$ cat src/rtl/snake_body_engine_if.sv
// Command/status bundle between the game FSM (master) and the snake body engine (slave).
// Also carries the render stream toward the LED-matrix renderer.
interface snake_body_engine_if #(
    parameter int unsigned GRID_W  = 4,
    parameter int unsigned GRID_H  = 4,
    parameter int unsigned MAX_LEN = 16
);
    localparam int unsigned PW = $clog2(GRID_W * GRID_H);
    localparam int unsigned LW = $clog2(MAX_LEN + 1);

    logic          start;
    logic          step;
    logic [1:0]    dir;
    logic [PW-1:0] apple_pos;
    logic          apple_valid;
    logic          render_req;
    logic          busy;
    logic          step_done;
    logic          ate_apple;
    logic          game_over;
    logic          win;
    logic [LW-1:0] size;
    logic [PW-1:0] head_pos;
    logic          render_valid;
    logic [PW-1:0] render_pos;
    logic          render_last;

    modport master (
        output start, step, dir, apple_pos, apple_valid, render_req,
        input  busy, step_done, ate_apple, game_over, win, size, head_pos,
               render_valid, render_pos, render_last
    );

    modport slave (
        input  start, step, dir, apple_pos, apple_valid, render_req,
        output busy, step_done, ate_apple, game_over, win, size, head_pos,
               render_valid, render_pos, render_last
    );
endinterface

$ cat src/rtl/snake_body_engine.sv
// Snake body held in a circular buffer: steps the head, scans for self collision,
// grows on apple capture and streams the body to the renderer one segment per cycle.
module snake_body_engine #(
    parameter int unsigned GRID_W    = 4,
    parameter int unsigned GRID_H    = 4,
    parameter int unsigned MAX_LEN   = 16,
    parameter bit          WRAP      = 1'b0,
    parameter int unsigned START_POS = 5
) (
    input  logic               clock,
    input  logic               restart_n,
    snake_body_engine_if.slave bus
);
    localparam int unsigned PW = $clog2(GRID_W * GRID_H);
    localparam int unsigned XW = $clog2(GRID_W);
    localparam int unsigned YW = $clog2(GRID_H);
    localparam int unsigned LW = $clog2(MAX_LEN + 1);
    localparam int unsigned AW = $clog2(MAX_LEN);
    localparam int unsigned SW = LW + 1;

    localparam logic [2:0] IDLE   = 3'd0;
    localparam logic [2:0] CHECK  = 3'd1;
    localparam logic [2:0] MOVE   = 3'd2;
    localparam logic [2:0] DEAD   = 3'd3;
    localparam logic [2:0] RENDER = 3'd4;

    logic [PW-1:0] buf_q [MAX_LEN];
    logic [2:0]    state_q, state_d;
    logic [AW-1:0] hp_q, hp_d, hp_inc, seg_idx;
    logic [LW-1:0] size_q, size_d, k_q, k_d, cnt;
    logic [1:0]    cur_dir_q, cur_dir_d, eff_dir;
    logic [PW-1:0] nxt_q, nxt_d, head, seg, nxt;
    logic          grow_q, grow_d, win_q, win_d;
    logic [XW-1:0] hx, nx;
    logic [YW-1:0] hy, ny;
    logic [SW-1:0] idx_sum;
    logic          wall, match, last;

    assign head    = buf_q[hp_q];
    assign hx      = head[XW-1:0];
    assign hy      = head[PW-1:XW];
    assign nxt     = {ny, nx};
    assign hp_inc  = (hp_q == AW'(MAX_LEN - 1)) ? '0 : hp_q + AW'(1);
    // Segment k sits k slots behind the write pointer, modulo a possibly non-power-of-2 depth.
    assign idx_sum = SW'(hp_q) + SW'(MAX_LEN) - SW'(k_q);
    assign seg_idx = (idx_sum >= SW'(MAX_LEN)) ? AW'(idx_sum - SW'(MAX_LEN)) : AW'(idx_sum);
    assign seg     = buf_q[seg_idx];
    // The tail vacates its cell on a plain move, so it only counts when growing.
    assign cnt     = grow_q ? size_q : size_q - LW'(1);
    assign match   = (k_q < cnt) && (seg == nxt_q);
    assign last    = (SW'(k_q) + SW'(1)) >= SW'(cnt);

    always_comb begin
        eff_dir = bus.dir;
        if (size_q > LW'(1) && bus.dir == (cur_dir_q ^ 2'b01)) eff_dir = cur_dir_q;
        nx   = hx;
        ny   = hy;
        wall = 1'b0;
        unique case (eff_dir)
            2'b00: begin wall = (hy == '0);               ny = hy - YW'(1); end
            2'b01: begin wall = (hy == YW'(GRID_H - 1));  ny = hy + YW'(1); end
            2'b10: begin wall = (hx == '0);               nx = hx - XW'(1); end
            default: begin wall = (hx == XW'(GRID_W - 1)); nx = hx + XW'(1); end
        endcase
    end

    always_comb begin
        state_d   = state_q;
        hp_d      = hp_q;
        size_d    = size_q;
        k_d       = k_q;
        cur_dir_d = cur_dir_q;
        nxt_d     = nxt_q;
        grow_d    = grow_q;
        win_d     = win_q;
        case (state_q)
            IDLE: begin
                if (bus.step && !win_q) begin
                    nxt_d     = nxt;
                    grow_d    = bus.apple_valid && (nxt == bus.apple_pos);
                    cur_dir_d = eff_dir;
                    k_d       = '0;
                    state_d   = (wall && !WRAP) ? DEAD : CHECK;
                end else if (bus.render_req) begin
                    k_d     = '0;
                    state_d = RENDER;
                end
            end
            CHECK: begin
                if (match)     state_d = DEAD;
                else if (last) state_d = MOVE;
                else           k_d = k_q + LW'(1);
            end
            MOVE: begin
                hp_d = hp_inc;
                if (grow_q && size_q < LW'(MAX_LEN)) begin
                    size_d = size_q + LW'(1);
                    if (size_d == LW'(MAX_LEN)) win_d = 1'b1;
                end
                state_d = IDLE;
            end
            DEAD: state_d = DEAD;
            RENDER: begin
                if (k_q == size_q - LW'(1)) state_d = IDLE;
                else                        k_d = k_q + LW'(1);
            end
            default: state_d = IDLE;
        endcase
        if (bus.start) begin
            state_d   = IDLE;
            size_d    = LW'(1);
            hp_d      = hp_q;
            cur_dir_d = 2'b11;
            win_d     = 1'b0;
        end
    end

    always_ff @(posedge clock) begin
        if (!restart_n) begin
            state_q   <= IDLE;
            hp_q      <= '0;
            size_q    <= LW'(1);
            k_q       <= '0;
            cur_dir_q <= 2'b11;
            nxt_q     <= '0;
            grow_q    <= 1'b0;
            win_q     <= 1'b0;
        end else begin
            state_q   <= state_d;
            hp_q      <= hp_d;
            size_q    <= size_d;
            k_q       <= k_d;
            cur_dir_q <= cur_dir_d;
            nxt_q     <= nxt_d;
            grow_q    <= grow_d;
            win_q     <= win_d;
        end
    end

    // Body storage is not cleared; only the head slot is seeded on init.
    always_ff @(posedge clock) begin
        if (!restart_n)              buf_q[0]    <= PW'(START_POS);
        else if (bus.start)          buf_q[hp_q] <= PW'(START_POS);
        else if (state_q == MOVE)    buf_q[hp_d] <= nxt_q;
    end

    assign bus.busy         = (state_q != IDLE) && (state_q != DEAD);
    assign bus.step_done    = (state_q == MOVE);
    assign bus.ate_apple    = (state_q == MOVE) && grow_q;
    assign bus.game_over    = (state_q == DEAD);
    assign bus.win          = win_q;
    assign bus.size         = size_q;
    assign bus.head_pos     = head;
    assign bus.render_valid = (state_q == RENDER);
    assign bus.render_pos   = seg;
    assign bus.render_last  = (state_q == RENDER) && (k_q == size_q - LW'(1));
endmodule

$ cat src/flat_wrapper.sv
// flat-port wrapper written by rule: the top's interface ports become plain ports
module snake_body_engine_flat 
#(
    parameter int unsigned GRID_W    = 4,
    parameter int unsigned GRID_H    = 4,
    parameter int unsigned MAX_LEN   = 16,
    parameter bit          WRAP      = 1'b0,
    parameter int unsigned START_POS = 5
)
  (clock, restart_n, bus_start, bus_step, bus_dir, bus_apple_pos, bus_apple_valid, bus_render_req, bus_busy, bus_step_done, bus_ate_apple, bus_game_over, bus_win, bus_size, bus_head_pos, bus_render_valid, bus_render_pos, bus_render_last);
  snake_body_engine_if #(.GRID_W(GRID_W), .GRID_H(GRID_H), .MAX_LEN(MAX_LEN)) bus_i ();
  input  logic clock;
  input  logic restart_n;
  input wire logic [$bits(bus_i.start)-1:0] bus_start;
  input wire logic [$bits(bus_i.step)-1:0] bus_step;
  input wire logic [$bits(bus_i.dir)-1:0] bus_dir;
  input wire logic [$bits(bus_i.apple_pos)-1:0] bus_apple_pos;
  input wire logic [$bits(bus_i.apple_valid)-1:0] bus_apple_valid;
  input wire logic [$bits(bus_i.render_req)-1:0] bus_render_req;
  output wire logic [$bits(bus_i.busy)-1:0] bus_busy;
  output wire logic [$bits(bus_i.step_done)-1:0] bus_step_done;
  output wire logic [$bits(bus_i.ate_apple)-1:0] bus_ate_apple;
  output wire logic [$bits(bus_i.game_over)-1:0] bus_game_over;
  output wire logic [$bits(bus_i.win)-1:0] bus_win;
  output wire logic [$bits(bus_i.size)-1:0] bus_size;
  output wire logic [$bits(bus_i.head_pos)-1:0] bus_head_pos;
  output wire logic [$bits(bus_i.render_valid)-1:0] bus_render_valid;
  output wire logic [$bits(bus_i.render_pos)-1:0] bus_render_pos;
  output wire logic [$bits(bus_i.render_last)-1:0] bus_render_last;
  assign bus_i.start = bus_start;
  assign bus_i.step = bus_step;
  assign bus_i.dir = bus_dir;
  assign bus_i.apple_pos = bus_apple_pos;
  assign bus_i.apple_valid = bus_apple_valid;
  assign bus_i.render_req = bus_render_req;
  assign bus_busy = bus_i.busy;
  assign bus_step_done = bus_i.step_done;
  assign bus_ate_apple = bus_i.ate_apple;
  assign bus_game_over = bus_i.game_over;
  assign bus_win = bus_i.win;
  assign bus_size = bus_i.size;
  assign bus_head_pos = bus_i.head_pos;
  assign bus_render_valid = bus_i.render_valid;
  assign bus_render_pos = bus_i.render_pos;
  assign bus_render_last = bus_i.render_last;
  snake_body_engine #(.GRID_W(GRID_W), .GRID_H(GRID_H), .MAX_LEN(MAX_LEN), .WRAP(WRAP), .START_POS(START_POS)) u_core (.clock(clock), .restart_n(restart_n), .bus(bus_i));
endmodule
$ cat config.mk
export PLATFORM = sky130hd
export DESIGN_NAME = snake_body_engine_flat
export DESIGN_NICKNAME = d
export VERILOG_FILES = /design/src/rtl/snake_body_engine_if.sv /design/src/rtl/snake_body_engine.sv /design/src/flat_wrapper.sv
export SDC_FILE = /design/constraint.sdc
export NUM_CORES = 1
export LEC_CHECK = 0
export ABC_AREA = 1
export BUFFER_PORTS_ARGS = -buffer_cell sky130_fd_sc_hd__buf_2
export CORE_ASPECT_RATIO = 0.9
export CORE_MARGIN = 10
export CORE_UTILIZATION = 30
export CTS_BUF_LIST = sky130_fd_sc_hd__clkbuf_16
export DETAILED_ROUTE_END_ITERATION = 12
export PLACE_DENSITY_LB_ADDON = 0.25
export SYNTH_ARGS = -nofsm -noshare
export SYNTH_HDL_FRONTEND = slang
export SYNTH_SLANG_ARGS = --single-unit
$ cat constraint.sdc
create_clock -name clock -period 3 [get_ports clock]
set_input_delay 0.15 -clock clock [delete_from_list [all_inputs] [get_ports clock]]
set_output_delay 0.15 -clock clock [all_outputs]
set_load 0.1 [all_outputs]
Yosys cells after proc, flatten, opt, wreduce, memory -nomap -nowiden
Memory sizes are Yosys's and may differ from the RTL's. A register that Yosys moved wholly into a read port is not among the register bits.
Cells that the tools add are included.
{ "totals": {"reg_bits": 25, "in_bits": 12, "ram_bits": 64, "memories": 1, "elab_cells": 110, "rom_bits": 0, "latch_bits": 0} }
{ "memory_table": {"columns": ["memory", "depth", "word_bits", "rd", "rd_ports_with_merged_regs", "write_ports", "line_no", "rtl"], "rows": [
  ["u_core.buf_q", 16, 4, 2, 1, 1, "snake_body_engine.sv:27", "logic [PW-1:0] buf_q [MAX_LEN];"]
]} }
{ "classes": {"n_div": 0, "n_eq_ne": 21, "n_mux": 37, "bitwise_logic": 2, "reduce_logical": 24, "n_shift": 0, "addsub": 12, "multipliers": 0, "n_lt_le_gt_ge": 5} }
{ "ops": {"columns": ["operator", "n"], "rows": [
  ["$mux 4", 9],
  ["$mux 5", 6],
  ["$mux 3", 5],
  ["$pmux 5 s3", 1],
  ["$pmux 3 s4", 1],
  ["$add 5x1->5 const B", 2],
  ["$mux 1", 10],
  ["$eq 4x4->1", 2],
  ["$logic_and 1x1->1", 8],
  ["$pmux 2 s2", 2],
  ["$reduce_or 4->1", 2],
  ["$add 4x5->6 const B", 1],
  ["$add 5x1->6 const B", 1],
  ["$eq 2x2->1 const B", 3],
  ["$eq 3x2->1 const B", 2],
  ["$ge 6x5->1", 1],
  ["$ge 6x5->1 const B", 1],
  ["$logic_not 2->1", 3],
  ["$ne 2x2->1 const B", 3],
  ["$ne 3x2->1 const B", 2],
  ["$reduce_and 3->1", 2],
  ["$reduce_bool 3->1", 2],
  ["$sub 6x5->6", 1],
  ["$eq 5x5->1", 1],
  ["24 further kinds", 30]
]} }

Longest topological paths before layout
{ "logic_depth": {"depth_word": 9, "mapped_depth": 24} }

Worst setup path before layout
Ideal clock, no wire load.
{ "synth_path": {"kind": "register to output", "startpoint": "reg u_core.state_q[0]", "endpoint": "out bus_busy", "path_stages_with_launch": 5, "required_time_ns": 2.850, "t_arrival_ns": 3.263, "slack_ns": -0.413, "cell_sequence": "dfxtp_1 -> inv_1 -> nor3_1 -> or2_2 -> inv_1"} }
{ "synth_between": {"elab_chain_len": 2, "elab_cells_between_ends": 3, "classes_between": "eq/ne: 1; reduce/logical: 2"} }
{ "synth_lines": {"columns": ["item", "line_no", "rtl"], "rows": [
  ["from (decl)", "snake_body_engine.sv:28", "logic [2:0] state_q, state_d;"],
  ["from (signal assigned)", "snake_body_engine.sv:129", "state_q <= state_d;"],
  ["$ne 3x2->1 / $reduce_bool 3->1 (equally long branches)", "snake_body_engine.sv:147", "assign bus.busy = (state_q != IDLE) && (state_q != DEAD);"],
  ["$logic_and 1x1->1 (*)", "snake_body_engine.sv:147", null],
  ["to (decl)", "flat_wrapper.sv:20", "output wire logic [$bits(bus_i.busy)-1:0] bus_busy;"]
]} }
Mark *: on every way between the ends. The rest lies on a longest branch, timed or not.

Final worst setup path
{ "layout_path": {"startpoint": "reg u_core.hp_q[0]", "endpoint": "out bus_render_pos[1]"} }
{ "layout_between": {"elab_chain_len": 5, "elab_cells_between_ends": 6, "classes_between": "add/sub: 3; order compare: 1; mux: 1; memory: 1"} }
{ "layout_lines": {"columns": ["item", "line_no", "rtl"], "rows": [
  ["from (decl)", "snake_body_engine.sv:29", "logic [AW-1:0] hp_q, hp_d, hp_inc, seg_idx;"],
  ["from (signal assigned)", "snake_body_engine.sv:130", "hp_q <= hp_d;"],
  ["$add 4x5->6 (*)", "snake_body_engine.sv:45", "assign idx_sum = SW'(hp_q) + SW'(MAX_LEN) - SW'(k_q);"],
  ["$sub 6x5->6 (*)", "snake_body_engine.sv:45", null],
  ["$ge 6x5->1 / $sub 4x1->4 (equally long branches)", "snake_body_engine.sv:46", "assign seg_idx = (idx_sum >= SW'(MAX_LEN)) ? AW'(idx_sum - SW'(MAX_LEN)) : AW'(idx_sum);"],
  ["$mux 4 (*)", "snake_body_engine.sv:46", null],
  ["$mem_v2 16x4 (*)", null, null],
  ["to (decl)", "flat_wrapper.sv:28", "output wire logic [$bits(bus_i.render_pos)-1:0] bus_render_pos;"]
]} }
Marks and branches as above.

==> flow_metrics.env <==
export IMPL_antenna_found_initial=0
export IMPL_post_drt_via_cell_ratio=4.712
export IMPL_final_common_cell="nand2_1"
export IMPL_synth_area_leaders="edfxtp_1, nand2_1, dfxtp_1, inv_1, nand3_1"
export IMPL_postCtsSetupBuffers=0
export IMPL_cap_violations=0
export IMPL_whs_path_depth=3
export IMPL_hp_start="restart_n"
export IMPL_cts_clk_slew_worst_paths_ns=0.06
export IMPL_relSlewSlack_pct=55.91
export IMPL_crit_path_frequent_cell="nand2_1"
export IMPL_gp_congestion=0.8894
export IMPL_leakage_nw=2.891
export IMPL_finalCoreUtilization_pct=35.71
export IMPL_cp_cell_sequence="inv_6, ha_4, inv_2, fa_2, buf_6, a21oi_1, o21ai_0, nand2_1, nand2_1, nand2_1, nand2_1, nand2_2, clkinvlp_4, buf_4, buf_12"
export IMPL_clkLatencyLatePin_ns=0.35
export IMPL_design_core_area_um2=18520
export IMPL_cts_buffers=9
export IMPL_arrival_ns=2.67
export IMPL_cts_sinks=89
export IMPL_synth_distinct_cells=40
export IMPL_drtIter0Drc=407
export IMPL_ff2ff_path_depth=9
export IMPL_r2r_start="u_core.state_q[2]"
export IMPL_finalWorstPathRequiredPeriod_ns=2.817
export IMPL_grt_pass1_wl_mm=25.91
export IMPL_max_freq_ghz=0.3550
export IMPL_synth_cell_area_um2=5682
export IMPL_hp_class="input pin to register"
export IMPL_path_max_fanout=13
export IMPL_combPwrFrac_pct=42.6
export IMPL_final_cell_mix="nand2_1, inv_1, nor2_1"
export IMPL_crit_type="register to output port"
export IMPL_fin_skew_ns=0.007801
export IMPL_first_pass_iters=5
export IMPL_r2r_end="u_core.buf_q[11][1]"
export IMPL_die_h_um=150.6
export IMPL_hold_end="u_core.k_q[0]"
export IMPL_swShare_pct=40.27
export IMPL_cts_htree_levels=3
export IMPL_ir_worst_vdd_mv=0.2941
export IMPL_initial_utilization_pct=30.67
export IMPL_slowest_stage="fa_2"
export IMPL_cts_buffer_depth=2
export IMPL_startpoint_type="register"
export IMPL_track_usage_pct=13.43
export IMPL_gr_total_overflow=0
export IMPL_synth_top_area_share_pct=33.83
export IMPL_fp_dieW_um=165.1
export IMPL_wl_mm=16.45
export IMPL_row_count=47
export IMPL_cts_root_buf="clkbuf_16"
export IMPL_finalSetupViolations=0
export IMPL_synth_seq_cells=89
export IMPL_drv_slew=0
export IMPL_rsz0062_at_grt="yes"
export IMPL_io_buffers=31
export IMPL_synthCells=749
export IMPL_num_antenna_cells=0
export IMPL_layout_nets=825
export IMPL_ys_seq_area_share_pct=42.63
export IMPL_synth_fp_nets=781
export IMPL_cp_required_ns=2.85
export IMPL_finalCritPeriodShare_pct=93.89
export IMPL_fp_dieArea_um2=24850
export IMPL_pwr_share_clk_pct=27.2
export IMPL_power_density_nw_per_um2=680.9
export IMPL_yosys_warnings=0
export IMPL_dp_hpwl_mm=12.30
export IMPL_p_seq_share_pct=30.2
export IMPL_tritoncts="built"
export IMPL_worst_pin_slew_ns=0.6597
export IMPL_area_growth_pct=16.43
export IMPL_endpoint_kind="output port"
export IMPL_first_global_vias=4651
export IMPL_p_sw_mw=1.814
export IMPL_route_detailed_drc=0
export IMPL_drive_gt1_share_pct=14.29
export IMPL_max_stage_delay_ns=0.50
export IMPL_status="finished clean"
export IMPL_grt_start_max_net_pins=53
export IMPL_total_power_mw=4.504
export IMPL_yosys_area_top_type="edfxtp_1"
export IMPL_io_pins=32
export IMPL_vias=4915
export IMPL_ant_nets=0
export IMPL_internal_power_mw=2.691
export IMPL_avgSynthCellArea_um2=7.586
export IMPL_post_drt_wl_per_cell_um=15.77
export IMPL_r2r_slack_ns=0.25
export IMPL_hold_violations=0
-- layout make-up --
class	instances	area, um^2
clock inverters	7	93.84
repair buffers	53	384.1
clock buffers	9	225.2
well taps	245	306.5
multi-input cells	530	2751
inverters	110	426.7
flip-flops and latches	89	2427
fillers	1974	11910
-- metal layers --
layer | GRT usage (%) | share of wire (%) | vias to the layer above
li1 | - | - | 2536
met1 | 19.50 | 51 | 2246
met2 | 19.82 | 43 | 123
met3 | 2.484 | 5.2 | 10
met4 | 3.628 | 1.0 | 0
met5 | 0 | 0 | -
-- power groups by stage --
stage | combinational [mW] | sequential, mW | clock [mW]
after floorplan | 1.37 | 1.38 | 0
after global placement | 1.90 | 1.39 | 0
after detailed placement | 1.90 | 1.39 | 0
after CTS | 1.90 | 1.36 | 1.25
after global routing | 2.09 | 1.36 | 1.30
final | 1.92 | 1.36 | 1.23
-- how the worst max path moves through the flow --
stage	endpoint	slack [ns]	from
2_1_floorplan	u_core.k_q[0]	-0.25	u_core.hp_q[0]
5_1_grt	bus_render_pos[1]	-0.009	u_core.hp_q[0]
3_5_place_dp	u_core.k_q[0]	0.19	u_core.k_q[0]
3_3_place_gp	u_core.k_q[1]	0.21	u_core.k_q[0]
6_report	bus_render_pos[1]	0.18	u_core.hp_q[0]
4_1_cts	bus_render_pos[1]	0.08	u_core.k_q[0]
-- repair_timing --
action / 4_1_cts / 5_1_grt
hold buffers: 0 / 0
resized for setup: 0 / 4
setup endpoints to repair: 0 / 12
-- state kept, by name, indices dropped and copies added (netlist names) --
signal	count
u_core.nxt_q	4
u_core.grow_q	1
u_core.cur_dir_q	2
u_core.bus.size	5
u_core.buf_q	64
u_core.k_q	5
u_core.hp_q	4
u_core.state_q	3
u_core.bus.win	1
-- metrics by stage --
stage	instance area, um^2	setup TNS [ns]	hold WS (ns)	std cells	setup slack (ns)
2_1_floorplan	5756	-1.846	0.2847	749	-0.2499
3_3_place_gp	6281	0	0.4649	1027	0.2114
3_5_place_dp	6281	0	0.4709	1027	0.1945
4_1_cts	6600	0	0.1230	1043	0.07942
5_1_grt	6615	-0.009013	0.1348	1043	-0.009013
6_report	6615	0	0.1283	1043	0.1832
-- logic make-up after synthesis --
logic type                 count (synthesis)  synth area share (%)
AOI/OAI and AO/OA                        130                 12.75
xor gates and xnor gates                  16                 2.995
adders and majority gates                 20                 4.536
buffers and inverters                    130                 9.778
DFF                                       89                 42.63
and+or+nand+nor                          364                 27.31
-- cells in the mapped netlist (all sizes together) --
library cell    n
nand2         213
inv           108
nor2           73
edfxtp         64
nand3          62
o21ai          55
a21oi          51
dfxtp          25
ha             19
buf            17
o211ai         14
xor2           10
nor3            7
xnor2           6
nand4           5
o21a            4
o22ai           4
clkbuf          3
or2             3
clkinv          2
fa              1
nand3b          1
o21bai          1
o221a           1
-- worst max-delay path: cells and delay by family (launching register included) --
family	cells	cell delay, ns
buffers and inverters	6	0.72
flip-flops	1	0.36
adder cells (fa/ha/maj)	2	0.64
AND/OR/NAND/NOR	5	0.38
AO/OA/AOI/OAI	2	0.22
Note: power is estimated with default switching activity, not from simulation.
